<file path="src/rtl/ram_queue_arbiter_if.sv">
// Handshake and RAM-pin bundle between ram_queue_arbiter and its environment.
// slave is the arbiter side; master is the producers/consumer/RAM side.
interface ram_queue_arbiter_if #(
    parameter int WIDTH  = 46,
    parameter int ADDR_W = 4
);
    logic              flush;
    logic              enq0_valid;
    logic              enq0_ready;
    logic [WIDTH-1:0]  enq0_bits;
    logic              enq1_valid;
    logic              enq1_ready;
    logic [WIDTH-1:0]  enq1_bits;
    logic              deq_valid;
    logic              deq_ready;
    logic [WIDTH-1:0]  deq_bits;
    logic [ADDR_W:0]   count;
    logic [ADDR_W-1:0] ram_R0_addr;
    logic              ram_R0_en;
    logic [WIDTH-1:0]  ram_R0_data;
    logic [ADDR_W-1:0] ram_W0_addr;
    logic              ram_W0_en;
    logic [WIDTH-1:0]  ram_W0_data;

    modport slave (
        input  flush, enq0_valid, enq0_bits, enq1_valid, enq1_bits, deq_ready, ram_R0_data,
        output enq0_ready, enq1_ready, deq_valid, deq_bits, count,
               ram_R0_addr, ram_R0_en, ram_W0_addr, ram_W0_en, ram_W0_data
    );

    modport master (
        output flush, enq0_valid, enq0_bits, enq1_valid, enq1_bits, deq_ready, ram_R0_data,
        input  enq0_ready, enq1_ready, deq_valid, deq_bits, count,
               ram_R0_addr, ram_R0_en, ram_W0_addr, ram_W0_en, ram_W0_data
    );
endinterface

</file>
<file path="src/rtl/ram_queue_arbiter.sv">
// Two-requester round-robin enqueue arbiter and FIFO controller over an external
// 1R/1W RAM with combinational read and synchronous write.
module ram_queue_arbiter #(
    parameter int DEPTH  = 16,
    parameter int WIDTH  = 46,
    parameter int ADDR_W = 4
) (
    input  logic               clock,
    input  logic               reset,
    ram_queue_arbiter_if.slave bus
);
    localparam logic [ADDR_W:0] FULL_CNT = (ADDR_W+1)'(DEPTH);

    logic [ADDR_W-1:0] head;
    logic [ADDR_W-1:0] tail;
    logic [ADDR_W:0]   cnt;
    logic              prio;

    logic              full;
    logic              empty;
    logic              active;
    logic              enq0_fire;
    logic              enq1_fire;
    logic              enq_fire;
    logic              deq_fire;
    logic [WIDTH-1:0]  wr_data;

    // Readies are gated by reset so nothing is offered while the block is held in reset.
    always_comb begin
        full           = (cnt == FULL_CNT);
        empty          = (cnt == '0);
        active         = reset & ~bus.flush;
        bus.enq0_ready = active & ~full & (~bus.enq1_valid | ~prio);
        bus.enq1_ready = active & ~full & (~bus.enq0_valid |  prio);
        enq0_fire      = bus.enq0_valid & bus.enq0_ready;
        enq1_fire      = bus.enq1_valid & bus.enq1_ready;
        enq_fire       = enq0_fire | enq1_fire;
        bus.deq_valid  = active & ~empty;
        deq_fire       = bus.deq_valid & bus.deq_ready;
        wr_data        = enq1_fire ? bus.enq1_bits : bus.enq0_bits;

        bus.ram_W0_en   = enq_fire;
        bus.ram_W0_addr = tail;
        bus.ram_W0_data = wr_data;
        bus.ram_R0_en   = ~empty;
        bus.ram_R0_addr = head;
        bus.deq_bits    = bus.ram_R0_data;
        bus.count       = cnt;
    end

    // prio only moves on a contended grant, pointing at the requester that lost.
    always_ff @(posedge clock or negedge reset) begin
        if (!reset) begin
            head <= '0;
            tail <= '0;
            cnt  <= '0;
            prio <= 1'b0;
        end else if (bus.flush) begin
            head <= '0;
            tail <= '0;
            cnt  <= '0;
        end else begin
            if (enq_fire) tail <= tail + ADDR_W'(1);
            if (deq_fire) head <= head + ADDR_W'(1);
            cnt <= cnt + (ADDR_W+1)'(enq_fire) - (ADDR_W+1)'(deq_fire);
            if (enq_fire && bus.enq0_valid && bus.enq1_valid) prio <= enq0_fire;
        end
    end

    a_cnt_range: assert property (@(posedge clock) disable iff (!reset) cnt <= FULL_CNT);
    a_one_enq: assert property (@(posedge clock) disable iff (!reset) !(enq0_fire && enq1_fire));
    a_deq_nonempty: assert property (@(posedge clock) disable iff (!reset) !(deq_fire && cnt == '0));
endmodule

</file>
<file path="src/flat_wrapper.sv">
// flat-port wrapper written by rule: the top's interface ports become plain ports
module ram_queue_arbiter_flat 
#(
    parameter int DEPTH  = 16,
    parameter int WIDTH  = 46,
    parameter int ADDR_W = 4
)
  (clock, reset, bus_flush, bus_enq0_valid, bus_enq0_bits, bus_enq1_valid, bus_enq1_bits, bus_deq_ready, bus_ram_R0_data, bus_enq0_ready, bus_enq1_ready, bus_deq_valid, bus_deq_bits, bus_count, bus_ram_R0_addr, bus_ram_R0_en, bus_ram_W0_addr, bus_ram_W0_en, bus_ram_W0_data);
  ram_queue_arbiter_if #(.WIDTH(WIDTH), .ADDR_W(ADDR_W)) bus_i ();
  input  logic clock;
  input  logic reset;
  input wire logic [$bits(bus_i.flush)-1:0] bus_flush;
  input wire logic [$bits(bus_i.enq0_valid)-1:0] bus_enq0_valid;
  input wire logic [$bits(bus_i.enq0_bits)-1:0] bus_enq0_bits;
  input wire logic [$bits(bus_i.enq1_valid)-1:0] bus_enq1_valid;
  input wire logic [$bits(bus_i.enq1_bits)-1:0] bus_enq1_bits;
  input wire logic [$bits(bus_i.deq_ready)-1:0] bus_deq_ready;
  input wire logic [$bits(bus_i.ram_R0_data)-1:0] bus_ram_R0_data;
  output wire logic [$bits(bus_i.enq0_ready)-1:0] bus_enq0_ready;
  output wire logic [$bits(bus_i.enq1_ready)-1:0] bus_enq1_ready;
  output wire logic [$bits(bus_i.deq_valid)-1:0] bus_deq_valid;
  output wire logic [$bits(bus_i.deq_bits)-1:0] bus_deq_bits;
  output wire logic [$bits(bus_i.count)-1:0] bus_count;
  output wire logic [$bits(bus_i.ram_R0_addr)-1:0] bus_ram_R0_addr;
  output wire logic [$bits(bus_i.ram_R0_en)-1:0] bus_ram_R0_en;
  output wire logic [$bits(bus_i.ram_W0_addr)-1:0] bus_ram_W0_addr;
  output wire logic [$bits(bus_i.ram_W0_en)-1:0] bus_ram_W0_en;
  output wire logic [$bits(bus_i.ram_W0_data)-1:0] bus_ram_W0_data;
  assign bus_i.flush = bus_flush;
  assign bus_i.enq0_valid = bus_enq0_valid;
  assign bus_i.enq0_bits = bus_enq0_bits;
  assign bus_i.enq1_valid = bus_enq1_valid;
  assign bus_i.enq1_bits = bus_enq1_bits;
  assign bus_i.deq_ready = bus_deq_ready;
  assign bus_i.ram_R0_data = bus_ram_R0_data;
  assign bus_enq0_ready = bus_i.enq0_ready;
  assign bus_enq1_ready = bus_i.enq1_ready;
  assign bus_deq_valid = bus_i.deq_valid;
  assign bus_deq_bits = bus_i.deq_bits;
  assign bus_count = bus_i.count;
  assign bus_ram_R0_addr = bus_i.ram_R0_addr;
  assign bus_ram_R0_en = bus_i.ram_R0_en;
  assign bus_ram_W0_addr = bus_i.ram_W0_addr;
  assign bus_ram_W0_en = bus_i.ram_W0_en;
  assign bus_ram_W0_data = bus_i.ram_W0_data;
  ram_queue_arbiter #(.DEPTH(DEPTH), .WIDTH(WIDTH), .ADDR_W(ADDR_W)) u_core (.clock(clock), .reset(reset), .bus(bus_i));
endmodule
</file>
<file path="config.mk">
export PLATFORM = sky130hd
export DESIGN_NAME = ram_queue_arbiter_flat
export DESIGN_NICKNAME = d
export VERILOG_FILES = /design/src/rtl/ram_queue_arbiter_if.sv /design/src/rtl/ram_queue_arbiter.sv /design/src/flat_wrapper.sv
export SDC_FILE = /design/constraint.sdc
export NUM_CORES = 1
export LEC_CHECK = 0
export ABC_AREA = 1
export ABC_CLOCK_PERIOD_IN_PS = 4300
export CAP_MARGIN = 0
export CORE_AREA = 3 3 97 99
export DETAILED_ROUTE_END_ITERATION = 7
export DIE_AREA = 0 0 100 102
export PLACE_DENSITY_LB_ADDON = 0.3
export SLEW_MARGIN = 5
export SYNTH_ARGS = -nofsm -noshare
export SYNTH_HDL_FRONTEND = slang
export SYNTH_SLANG_ARGS = --single-unit
</file>
<file path="constraint.sdc">
create_clock -name clock -period 4.3 [get_ports clock]
set_input_delay 0.645 -clock clock [delete_from_list [all_inputs] [get_ports clock]]
set_output_delay 0.645 -clock clock [all_outputs]
set_load 0.02 [all_outputs]
</file>
After elaboration in Yosys (flattened, before gate mapping)
Index checks and enable logic that the tools add are counted.
{"block": "totals", "input_bits": 144, "word_cells": 38, "out_inout_bits": 110, "ff_bits": 14}
{"block": "classes", "n_bitwise": 17, "n_mux": 6, "add_sub_neg": 4, "reduce_logical": 6, "eq_ne": 1}
{"op": "2-to-1 mux 46 bit", "n": 1}
{"op": "2-to-1 mux 4 bit", "n": 4}
{"op": "adder 4 x 1 -> 4 bit, second input constant", "n": 2}
{"op": "bitwise AND 1 bit", "n": 8}
{"op": "NOT 1 bit", "n": 6}
{"op": "adder 5 x 1 -> 5 bit", "n": 1}
{"op": "equality test 5 bit, second input constant", "n": 1}
{"op": "zero test 5 bit", "n": 1}
{"op": "2-to-1 mux 5 bit", "n": 1}
{"op": "subtractor 5 x 1 -> 5 bit", "n": 1}
{"op": "nonzero test 2 bit", "n": 2}
{"op": "OR 1 bit", "n": 3}
{"op": "logical AND 1 bit", "n": 2}
{"op": "AND reduction 2 bit", "n": 1}

Logic depth before layout (Yosys ltp)
{"block": "logic_depth", "depth_word": 9, "mapped_depth": 17, "ltp_nobuf": 17}

Worst setup path after synthesis
Ideal clock, no wire load.
{"block": "synth_path", "kind": "reg-to-reg", "from": "register u_core.cnt[2], in the netlist u_core.bus.count[2]", "to": "register u_core.cnt[4], in the netlist u_core.bus.count[4]", "synth_period_minus_slack_ns": 2.535, "path_stages_with_launch": 18, "n_path_buf": 0, "t_required_ns": 4.223, "arrival_time_ns": 2.457, "setup_slack_ns": 1.765, "setup_ns": 0.077, "cell_sequence": "dfrtp_1 > inv_1 > ha_1 > nand3b_1 > nand3_1 > inv_1 > ha_1 > inv_1 > ha_1 > inv_1 > fa_1 > inv_1 > nand2_1 > nand2_1 > nand2_1 > nand2_1 > o21ai_0 > a21oi_1"}
{"block": "synth_via", "word_cells_on_any_way": 15, "classes_between": "2 x add/sub; 1 x eq/ne; 1 x mux; 10 x bitwise; 1 x reduce/logical"}
{"element": "start: declaration", "line_no": "ram_queue_arbiter.sv:16", "text": "logic [ADDR_W:0] cnt;"}
{"element": "start signal: assignment", "line_no": "ram_queue_arbiter.sv:65", "text": "cnt <= cnt + (ADDR_W+1)'(enq_fire) - (ADDR_W+1)'(deq_fire);"}
{"element": "zero test 5 bit", "line_no": "ram_queue_arbiter.sv:31", "text": "empty = (cnt == '0);"}
{"element": "NOT 1 bit"}
{"element": "net bus_ram_R0_en", "line_no": "flat_wrapper.sv:25", "text": "output wire logic [$bits(bus_i.ram_R0_en)-1:0] bus_ram_R0_en;"}
{"element": "bitwise AND 1 bit", "line_no": "ram_queue_arbiter.sv:38", "text": "bus.deq_valid = active & ~empty;"}
{"element": "bitwise AND 1 bit", "line_no": "ram_queue_arbiter.sv:39", "text": "deq_fire = bus.deq_valid & bus.deq_ready;"}
{"element": "subtractor 5 x 1 -> 5 bit", "line_no": "ram_queue_arbiter.sv:65"}
{"element": "2-to-1 mux 5 bit", "line_no": "ram_queue_arbiter.sv:58", "text": "end else if (bus.flush) begin"}
The timed path passes the listed nets, and every way through them passes these cells.
A chain may end at the register's enable or synchronous reset.

Worst setup path after layout
{"block": "layout_path", "from": "input port bus_flush", "to": "output port bus_ram_W0_data[45]"}
{"block": "layout_via", "elab_chain_cells": 6}
{"element": "start: declaration", "line_no": "flat_wrapper.sv:12", "text": "input wire logic [$bits(bus_i.flush)-1:0] bus_flush;"}
{"element": "NOT 1 bit (no source line)"}
{"element": "bitwise AND 1 bit", "line_no": "ram_queue_arbiter.sv:32", "text": "active = reset & ~bus.flush;"}
{"element": "bitwise AND 1 bit (2 in series)", "line_no": "ram_queue_arbiter.sv:34", "text": "bus.enq1_ready = active & ~full & (~bus.enq0_valid | prio);"}
{"element": "bitwise AND 1 bit", "line_no": "ram_queue_arbiter.sv:36", "text": "enq1_fire = bus.enq1_valid & bus.enq1_ready;"}
{"element": "2-to-1 mux 46 bit", "line_no": "ram_queue_arbiter.sv:40", "text": "wr_data = enq1_fire ? bus.enq1_bits : bus.enq0_bits;"}
{"element": "end: declaration", "line_no": "flat_wrapper.sv:28", "text": "output wire logic [$bits(bus_i.ram_W0_data)-1:0] bus_ram_W0_data;"}
Every way passes these cells.

==> run metrics <==
setup repair after global routing missed its margin false; post-route DRC violation count 0; most used flip-flop cell after synthesis sky130_fd_sc_hd__dfrtp_1; clk sinks 14; area of the die 10200 sq um; RR Endpoint u_core.bus.count[4]; synthesized instance count 306; cell with the most instances after synthesis sky130_fd_sc_hd__nand2_1; area fraction of the dominant cell type after synthesis 33.74%; list of cells traversed by the critical path clkdlybuf4s50_1, nor2_4, nand4_4, inv_4, nand2_1, nand2_1, clkdlybuf4s50_1; die extent in y 102 um; final global-route overflow total 0; maximum operating frequency 268.0 MHz; placeable core region 8636 sq um; biggest area consumer among synthesized cells sky130_fd_sc_hd__nand2_1; period utilisation layout 86.79%; clock latency at the later pin of the worst-skew pair 250 ps; post-synthesis cell type count 20; worst hold path type register to register; average detailed-routed wire length per instance 15.30 um; delay contributed by the slowest stage of the critical path roughly 650 ps; Placer Congestion around 0.87; overall power ~0.90 mW; hold violation count in the final report 0; TritonCTS clock tree yes; Hold Path End u_core.bus.ram_R0_addr[1]; number of endpoints failing setup at the final stage 0; number of antenna violations at the first check in global routing 0; startpoint type of the worst setup path input port; final cell count without fillers about 530; filler cell count in the final layout 930; minimum setup slack among reg-to-reg paths between 1000 and 1500 ps; ratio of cells with drive above 1 in the final layout 2.638%; result of the run completed; Slew headroom 69.57%; setup tns final 0 ps; Clock Skew a little over 3 ps; Synth warnings 0; Placed Instances 521; Critical Path AT 3090 ps; pin count of the biggest net entering global routing 47; critical path capture point type output port; proportion of register bits with asynchronous set or reset after synthesis 100.0%; worst vdd rail ir drop about 0.00026 V; cts-stage hold buffer count 0; number of max-slew violations in the final report 0; CP max stage cell sky130_fd_sc_hd__clkdlybuf4s50_1; half-perimeter wire length of the detailed placement result approximately 6500 um; Seq cells post-synth 14; standard-cell rows 34; number of nets in the synthesized netlist 459; width of the die 100 um; CTS Buf Count 3; count of nets after finishing 571; wirelength, routed roughly 8000 um; vias post-DR 2173; leading cell types by total area after synthesis sky130_fd_sc_hd__nand2_1, sky130_fd_sc_hd__buf_4, sky130_fd_sc_hd__dfrtp_1; count of buffers from port buffering 161; Leak 1.567 nW; DRC marker count from the first detailed-route iteration 61; number of global-route vias before repair 2225; clock root buffer master sky130_fd_sc_hd__clkbuf_8; critical path's top delay family buffers and inverters; Ant. Diodes 0; Reg-to-Reg Start u_core.bus.count[2]; maximum number of buffers from clock root to sink 2; class of the most critical setup path input port to output port; Detailed Routing Iterations Pass 1 4; GRT Resource Usage Total 14.69%; Max FO, Critical Path 46; Worst Max-Slew Pin Slew 456.5 ps; WP buf/inv 3; min cycle time layout 3732 ps; # IOs 254; worst hold slack 533.7 ps; startpoint of the lowest-slack hold path u_core.bus.ram_R0_addr[1]; buffers inserted by post-CTS timing repair 0; cell depth of the worst flop-to-flop path 16; worst hold path depth 2; post-synthesis average cell area 5.962 sq um; number of nets still failing antenna checks after routing 0; total power per unit cell area 277.9 nW/um^2; sequential fraction of the synthesis area about a fifth; clock transition at the registers of the reported paths about 60 ps; wire length of the first global-routing pass 11960 um; count of flip-flops with a built-in enable after synthesis 0; worst endpoint required time 3650 ps; post-cts sizing count 0; cell area after synthesis 1824 sq um; number of vias per cell 4.139; Synth-to-Final Area Change 77.91%; Initial Utilization a little over a fifth; most instantiated cells after synthesis sky130_fd_sc_hd__nand2_1, sky130_fd_sc_hd__buf_4, sky130_fd_sc_hd__inv_1; total number of H-tree levels 1; max-cap viol count 0
[worst max-delay path by stage]
stage / cells after the start / startpoint / slack, ps / end
2_1_floorplan: 17 / u_core.bus.count[2] / 1770 / u_core.bus.count[4]
3_3_place_gp: 7 / bus_flush / 550 / bus_ram_W0_data[45]
3_5_place_dp: 7 / bus_flush / 510 / bus_ram_W0_data[35]
4_1_cts: 7 / bus_flush / 500 / bus_ram_W0_data[45]
5_1_grt: 7 / bus_flush / 300 / bus_ram_W0_data[45]
6_report: 7 / bus_flush / 570 / bus_ram_W0_data[45]
[stage by stage]
step	util, %	setup slack [ps]	instance area (sq um)
6_report	37.58	568.2	3246
5_1_grt	37.58	302.0	3246
4_1_cts	37.58	499.9	3246
3_5_place_dp	36.95	510.2	3191
3_3_place_gp	36.95	548.5	3191
2_1_floorplan	-	1765	1824
[state kept, by name (all words and copies together), names as in the netlist]
name / count
u_core.bus.count: 5
u_core.bus.ram_R0_addr: 4
u_core.bus.ram_W0_addr: 4
u_core.prio: 1
[cell usage in the layout (no fill, tap or decap)]
| cell | n |
|---|---|
| sky130_fd_sc_hd__inv_1 | 21 |
| sky130_fd_sc_hd__xnor2_1 | 1 |
| sky130_fd_sc_hd__buf_4 | 2 |
| sky130_fd_sc_hd__nand3_1 | 9 |
| sky130_fd_sc_hd__nand4_4 | 1 |
| sky130_fd_sc_hd__or2_2 | 1 |
| sky130_fd_sc_hd__nand4_1 | 5 |
| sky130_fd_sc_hd__nand2_1 | 164 |
| sky130_fd_sc_hd__ha_1 | 8 |
| sky130_fd_sc_hd__clkdlybuf4s50_1 | 160 |
| sky130_fd_sc_hd__xor2_1 | 4 |
| sky130_fd_sc_hd__o21ai_0 | 5 |
| sky130_fd_sc_hd__inv_4 | 1 |
| sky130_fd_sc_hd__buf_12 | 1 |
| sky130_fd_sc_hd__a21oi_1 | 3 |
| sky130_fd_sc_hd__fa_1 | 1 |
| sky130_fd_sc_hd__nor2_1 | 9 |
| sky130_fd_sc_hd__a211oi_1 | 1 |
| sky130_fd_sc_hd__nand3b_1 | 1 |
| sky130_fd_sc_hd__dfrtp_1 | 14 |
| sky130_fd_sc_hd__clkbuf_8 | 4 |
| sky130_fd_sc_hd__nor2_4 | 1 |
[routing by layer]
metal,vias up,wire length [um],global-route usage (%)
met5,-,0,0
met4,0,93,3.420
met3,10,744,3.276
met2,111,3938,25.76
met1,944,3257,18.43
li1,1108,-,-
[layout make-up]
class | instances | area, sq um | share of cell area (%)
multi-input cells | 214 | 983.4 | 30.30
well taps | 108 | 135.1 | 4.163
repair buffers | 163 | 1637 | 50.42
clock buffers | 4 | 55.05 | 1.696
inverters | 22 | 85.08 | 2.621
flip-flops and latches | 14 | 350.3 | 10.79
[worst reg2reg max path, stage by stage (launching register included)]
cell	delay (ps)
sky130_fd_sc_hd__dfrtp_1	370
sky130_fd_sc_hd__inv_1	70
sky130_fd_sc_hd__ha_1	210
sky130_fd_sc_hd__nand3_1	180
sky130_fd_sc_hd__nand4_4	340
sky130_fd_sc_hd__buf_12	300
sky130_fd_sc_hd__nand2_1	210
sky130_fd_sc_hd__ha_1	190
sky130_fd_sc_hd__inv_1	60
sky130_fd_sc_hd__fa_1	360
sky130_fd_sc_hd__inv_1	90
sky130_fd_sc_hd__nand2_1	50
sky130_fd_sc_hd__nand2_1	50
sky130_fd_sc_hd__nand2_1	50
sky130_fd_sc_hd__nand2_1	60
sky130_fd_sc_hd__o21ai_0	70
sky130_fd_sc_hd__a21oi_1	150
[where the power goes]
part           switching (mW)  internal, mW  total (mW)
clock                  0.0477        0.0812       0.129
sequential             0.0274         0.157       0.184
combinational           0.302         0.287       0.589
total                   0.377         0.525       0.902
[logic make-up after synthesis]
kind of cell    Yosys count  share of synthesized area [%]
xor+xnor                  5                          2.400
compound gates            9                          2.606
flops                    14                          19.20
fa+ha+maj                 9                          6.585
buf+inv                  78                          26.89
simple gates            191                          42.32
No activity file was read; power rests on OpenSTA's default activity.
